[config.mk]
export PLATFORM = sky130hd
export DESIGN_NAME = feed_forward_weight_loader
export DESIGN_NICKNAME = d
export VERILOG_FILES = /design/src/rtl/feed_forward_weight_loader.sv
export SDC_FILE = /design/constraint.sdc
export NUM_CORES = 1
export LEC_CHECK = 0
export BUFFER_PORTS_ARGS = -buffer_cell sky130_fd_sc_hd__buf_2
export CORE_ASPECT_RATIO = 0.9
export CORE_MARGIN = 2
export CORE_UTILIZATION = 58
export CTS_BUF_LIST = sky130_fd_sc_hd__clkbuf_8
export CTS_CLUSTER_SIZE = 8
export DETAILED_ROUTE_END_ITERATION = 8
export HOLD_SLACK_MARGIN = 0.06
export MAX_ROUTING_LAYER = met4
export PLACE_DENSITY_LB_ADDON = 0.25
export SYNTH_ARGS = -nofsm -noshare
export SYNTH_HDL_FRONTEND = slang
export SYNTH_SLANG_ARGS = --single-unit
[constraint.sdc]
create_clock -name clk -period 2 [get_ports clk]
set_input_delay 0 -clock clk [delete_from_list [all_inputs] [get_ports clk]]
set_output_delay 0 -clock clk [all_outputs]
set_load 0.03 [all_outputs]
[src/rtl/feed_forward_weight_loader.sv]
// Byte-stream weight loader: checks a sync byte, assembles little-endian words and
// writes every weight of layer 0 then layer 1 into the feed-forward network.
module feed_forward_weight_loader #(
    parameter int          BITS_PER_WORD       = 32,
    parameter int          L0_N                = 3,
    parameter int          L0_M                = 2,
    parameter int          L1_N                = 3,
    parameter int          L1_M                = 1,
    parameter int          CLOG2_MAX_WEIGHTS_N = 2,
    parameter int          CLOG2_MAX_WEIGHTS_M = 2,
    parameter logic [7:0]  SYNC_BYTE           = 8'hA5
) (
    input  logic                           clk,
    input  logic                           reset_n,
    input  logic                           start,
    input  logic                           byte_valid,
    input  logic [7:0]                     byte_data,
    output logic                           byte_ready,
    output logic                           weights_en,
    output logic                           weights_layer_address,
    output logic [CLOG2_MAX_WEIGHTS_N-1:0] weights_n_address,
    output logic [CLOG2_MAX_WEIGHTS_M-1:0] weights_m_address,
    output logic [BITS_PER_WORD-1:0]       weights_data,
    output logic                           busy,
    output logic                           done,
    output logic                           error
);

    localparam int BYTES = BITS_PER_WORD / 8;
    localparam int BCW   = (BYTES > 1) ? $clog2(BYTES) : 1;
    localparam logic [BCW-1:0] LAST_BYTE = BCW'(BYTES - 1);

    typedef enum logic [1:0] {IDLE, SYNC, LOAD, WRITE} state_t;

    state_t                         state_reg, state_next;
    logic                           layer_reg;
    logic [CLOG2_MAX_WEIGHTS_N-1:0] n_reg;
    logic [CLOG2_MAX_WEIGHTS_M-1:0] m_reg;
    logic [BCW-1:0]                 byte_cnt_reg;
    logic [BITS_PER_WORD-1:0]       word_reg;
    logic [BITS_PER_WORD-1:0]       word_next;
    logic                           layer_out_reg;
    logic [CLOG2_MAX_WEIGHTS_N-1:0] n_out_reg;
    logic [CLOG2_MAX_WEIGHTS_M-1:0] m_out_reg;
    logic [BITS_PER_WORD-1:0]       data_out_reg;
    logic                           done_reg;
    logic                           error_reg;
    logic [CLOG2_MAX_WEIGHTS_N-1:0] n_max;
    logic [CLOG2_MAX_WEIGHTS_M-1:0] m_max;
    logic                           last_n;
    logic                           last_m;
    logic                           last_weight;

    // Drop the incoming byte into its little-endian lane of the partial word.
    genvar gi;
    generate
        for (gi = 0; gi < BYTES; gi++) begin : g_lane
            assign word_next[gi*8 +: 8] = (byte_cnt_reg == BCW'(gi)) ? byte_data
                                                                     : word_reg[gi*8 +: 8];
        end
    endgenerate

    assign n_max       = layer_reg ? CLOG2_MAX_WEIGHTS_N'(L1_N - 1) : CLOG2_MAX_WEIGHTS_N'(L0_N - 1);
    assign m_max       = layer_reg ? CLOG2_MAX_WEIGHTS_M'(L1_M - 1) : CLOG2_MAX_WEIGHTS_M'(L0_M - 1);
    assign last_n      = (n_reg == n_max);
    assign last_m      = (m_reg == m_max);
    assign last_weight = layer_reg && last_n && last_m;

    always_ff @(posedge clk) begin
        if (!reset_n) begin
            state_reg <= IDLE;
        end else begin
            state_reg <= state_next;
        end
    end

    always_comb begin
        state_next = state_reg;
        byte_ready = 1'b0;
        unique case (state_reg)
            IDLE: begin
                if (start) state_next = SYNC;
            end
            SYNC: begin
                byte_ready = 1'b1;
                if (byte_valid) state_next = (byte_data == SYNC_BYTE) ? LOAD : IDLE;
            end
            LOAD: begin
                byte_ready = 1'b1;
                if (byte_valid && byte_cnt_reg == LAST_BYTE) state_next = WRITE;
            end
            WRITE: begin
                state_next = last_weight ? IDLE : LOAD;
            end
            default: state_next = IDLE;
        endcase
    end

    always_ff @(posedge clk) begin
        if (!reset_n) begin
            layer_reg     <= 1'b0;
            n_reg         <= '0;
            m_reg         <= '0;
            byte_cnt_reg  <= '0;
            word_reg      <= '0;
            layer_out_reg <= 1'b0;
            n_out_reg     <= '0;
            m_out_reg     <= '0;
            data_out_reg  <= '0;
            done_reg      <= 1'b0;
            error_reg     <= 1'b0;
        end else begin
            done_reg <= 1'b0;
            case (state_reg)
                IDLE: begin
                    if (start) begin
                        error_reg    <= 1'b0;
                        layer_reg    <= 1'b0;
                        n_reg        <= '0;
                        m_reg        <= '0;
                        byte_cnt_reg <= '0;
                        word_reg     <= '0;
                    end
                end
                SYNC: begin
                    if (byte_valid && byte_data != SYNC_BYTE) error_reg <= 1'b1;
                end
                LOAD: begin
                    if (byte_valid) begin
                        word_reg <= word_next;
                        if (byte_cnt_reg == LAST_BYTE) begin
                            byte_cnt_reg  <= '0;
                            // Output registers are only touched here so they hold between writes.
                            data_out_reg  <= word_next;
                            layer_out_reg <= layer_reg;
                            n_out_reg     <= n_reg;
                            m_out_reg     <= m_reg;
                        end else begin
                            byte_cnt_reg <= byte_cnt_reg + 1'b1;
                        end
                    end
                end
                WRITE: begin
                    if (last_weight) done_reg <= 1'b1;
                    if (!last_m) begin
                        m_reg <= m_reg + 1'b1;
                    end else begin
                        m_reg <= '0;
                        if (!last_n) begin
                            n_reg <= n_reg + 1'b1;
                        end else begin
                            n_reg     <= '0;
                            layer_reg <= ~layer_reg;
                        end
                    end
                end
                default: ;
            endcase
        end
    end

    assign weights_en            = (state_reg == WRITE);
    assign weights_layer_address = layer_out_reg;
    assign weights_n_address     = n_out_reg;
    assign weights_m_address     = m_out_reg;
    assign weights_data          = data_out_reg;
    assign busy                  = (state_reg != IDLE);
    assign done                  = done_reg;
    assign error                 = error_reg;

endmodule

==> flow_summary.ini <==
[timing]
skew_ns = 0.006548
hold_violations = 0
worst_hold_slack_ns = 0.08644
min_period_ns = 1.778
fmax_mhz = 562.3
relSlewSlack = 0.6597
period_share = 0.8892
worst_slew_pin_slew_ns = 0.5090
slew_violations = 0
rsz0062_at_grt = no
setup_tns_ns = 0
setup_violations = 0

[yosys]
syn_inst = 376
netlist_area_um2 = 3224
synth_cell_type_count = 37
synth_warnings = 0
ys_seq_elements = 72
ys_seq_area_frac = 0.4470
synthFlopType = dfxtp_1
synthArstFlopShare = 0
avgSynthCellArea_um2 = 8.575
synth_fp_nets = 397
synth-edff-count = 0

[global_routing]
grt_pass1_vias = 2567
antenna_found_initial = 0
grt_overflow = 0
grt_start_max_net_pins = 60
grt.total_usage = 0.2635
grt_pass1_wl_mm = 11.95

[cts]
clk_pin_slew_worst_paths_ns = 0.07
cts-root-buf = clkbuf_8
cts_buffers = 9
clk_latency_ns = 0.34
clock-sinks = 72
cts_setup_buffers = 0
cts.htree.levels = 3
cts_tree = done
clk_path_buf_depth = 2

[floorplan]
die_w_um = 82.60
rows = 25
start_util = 0.6064
pin_count = 54
dieArea_um2 = 6173
die_h_um = 74.74
coreArea_um2 = 5318

[layout]
area_growth_pct = 15.87
drive_gt1_frac = 0.2009
largest_reg_flops = 32
final_area_um2 = 3736
final_nets = 439
antenna_cells = 0

[status]
status = finished, final reports clean

[pwr]
max-vdd-ir-drop_v = 0.0004763
powerDensity_nw_per_um2 = 746.8
p_leak_nw = 1.467

[place]
port_buffers = 53
dp_hpwl_mm = 4.876
place_area_um2 = 3457
gp_congestion = 0.9466

[worst_setup_path]
slowest_delay_ns = 0.40
path_max_fanout = 9
path_cells = inv_1 > ha_1 > mux2_4 > nand3_1 > nand2_1 > a21oi_1
arrival_ns = 2.05
critPathRequiredTime_ns = 2.27
cp-startpoint = state_reg[0]$_SDFFE_PN0P_
critPathCaptureType = register
r2r_slack_ns = 0.22
regToRegEndpoint = word_reg[19]$_SDFFE_PN0P_
endpoint = word_reg[19]$_SDFFE_PN0P_
critPathLaunchType = register
cpMaxStageDelayCell = dfxtp_1
reg2reg_from = state_reg[0]$_SDFFE_PN0P_
r2r_cells = 6
critPathKind = register to register

[drt]
totalWireLength_mm = 7.217
num_vias = 2733
via_per_inst = 5.578
wl_per_cell_um = 14.73
first_iter_violations = 227
drc = 0
ant_nets = 0
first_pass_iters = 4

[hold_path]
hold_class = input port to register

[job]
max-cap-violations = 0
[how the worst min path moves through the flow]
stage	start	end	slack, ns	cells past startpoint
final	reset_n	word_reg[1]$_SDFFE_PN0P_	0.09	3
after global routing	reset_n	word_reg[1]$_SDFFE_PN0P_	0.10	3
after global placement	byte_data[7]	weights_data[31]$_SDFFE_PN0P_	0.34	3
after floorplan	byte_data[1]	weights_data[25]$_SDFFE_PN0P_	0.25	3
after CTS	reset_n	word_reg[3]$_SDFFE_PN0P_	0.07	3
after detailed placement	byte_data[6]	weights_data[30]$_SDFFE_PN0P_	0.36	3
[what timing repair did]
item | in CTS | in global routing
resized for setup | 0 | 1
hold buffers | 8 | 0
endpoints found under the setup margin | 0 | 6
hold endpoints to repair | 29 | 0
[kinds of logic after synthesis]
| kind of cell | Yosys count | synth area share |
|---|---|---|
| AND/OR/NAND/NOR | 139 | 0.1983 |
| multiplexers | 26 | 0.08226 |
| adder cells (fa/ha/maj) | 9 | 0.03492 |
| XOR/XNOR | 1 | 0.005046 |
| AO/OA/AOI/OAI | 83 | 0.1614 |
| buffers and inverters | 46 | 0.07101 |
| flip-flops | 72 | 0.4470 |
[synthesized netlist by cell type, types with 2 or more instances]
master	count	area share
nand3_1	7	0.011
a211oi_1	24	0.056
a21oi_1	35	0.054
nor2b_1	5	0.0097
nand2_1	67	0.078
nor2_1	27	0.031
buf_6	4	0.014
inv_1	9	0.010
o22ai_1	10	0.019
nand2b_1	5	0.0097
nand4_1	17	0.033
ha_1	9	0.035
buf_2	21	0.033
and2_1	2	0.0039
o21ai_0	6	0.0093
clkbuf_1	12	0.014
mux2i_1	25	0.078
dfxtp_1	72	0.45
[cell usage in the layout (no fill, tap or decap), types with 2 or more instances in the layout]
master / n
a211oi_1: 24
a21oi_1: 35
and2_1: 2
buf_12: 2
buf_2: 53
buf_4: 5
clkbuf_8: 10
clkinv_2: 4
dfxtp_1: 72
dlygate4sd3_1: 8
ha_1: 9
inv_1: 9
mux2i_1: 25
nand2_1: 67
nand2b_1: 4
nand3_1: 7
nand4_1: 17
nor2_1: 27
nor2b_1: 5
o21ai_0: 6
o22ai_1: 10
[worst max-delay path: cells and delay by family (launching register included)]
| kind | cells | cell delay, ns |
|---|---|---|
| flops | 1 | 0.40 |
| simple gates | 2 | 0.39 |
| mux | 1 | 0.35 |
| fa+ha+maj | 1 | 0.31 |
| compound gates | 1 | 0.14 |
| buf+inv | 1 | 0.11 |
[metal layers]
layer | vias up | global-route usage | routed length, um | share of wire
met3 | 14 | 0.06235 | 439 | 0.061
met1 | 1246 | 0.3192 | 3275 | 0.45
met2 | 82 | 0.4283 | 3398 | 0.47
li1 | 1391 | - | - | -
met4 | 0 | 0.1002 | 104 | 0.014
met5 | - | - | 0 | 0
[area by class of cell]
type                       count  area (um^2)
sequential                    72         1441
fill                         454         1582
multi-input combinational    258         1558
clock buffer                  10        137.6
clock inverter                 6        58.81
inverter                       9        33.78
tap                           67        83.83
timing repair buffer          68        422.9
[power breakdown]
part,switching (W),total [W],leakage (nW),internal [W]
sequential,0.00000438,0.00144,0.580,0.00144
combinational,0.000157,0.000223,0.781,0.0000652
clock,0.000523,0.00113,0.106,0.000603
total,0.000685,0.00279,1.47,0.00211
[stage by stage]
stage	setup slack, ns	utilization	std cells	power (W)
after global placement	0.2914	0.6501	466	0.001676
after detailed placement	0.1797	0.6501	466	0.001681
after global routing	0.02296	0.7026	490	0.002895
final	0.2217	0.7026	490	0.002790
after CTS	0.1597	0.7021	490	0.002810
after floorplan	0.3525	-	376	0.001640
Note: power is estimated with default switching activity, not from simulation.
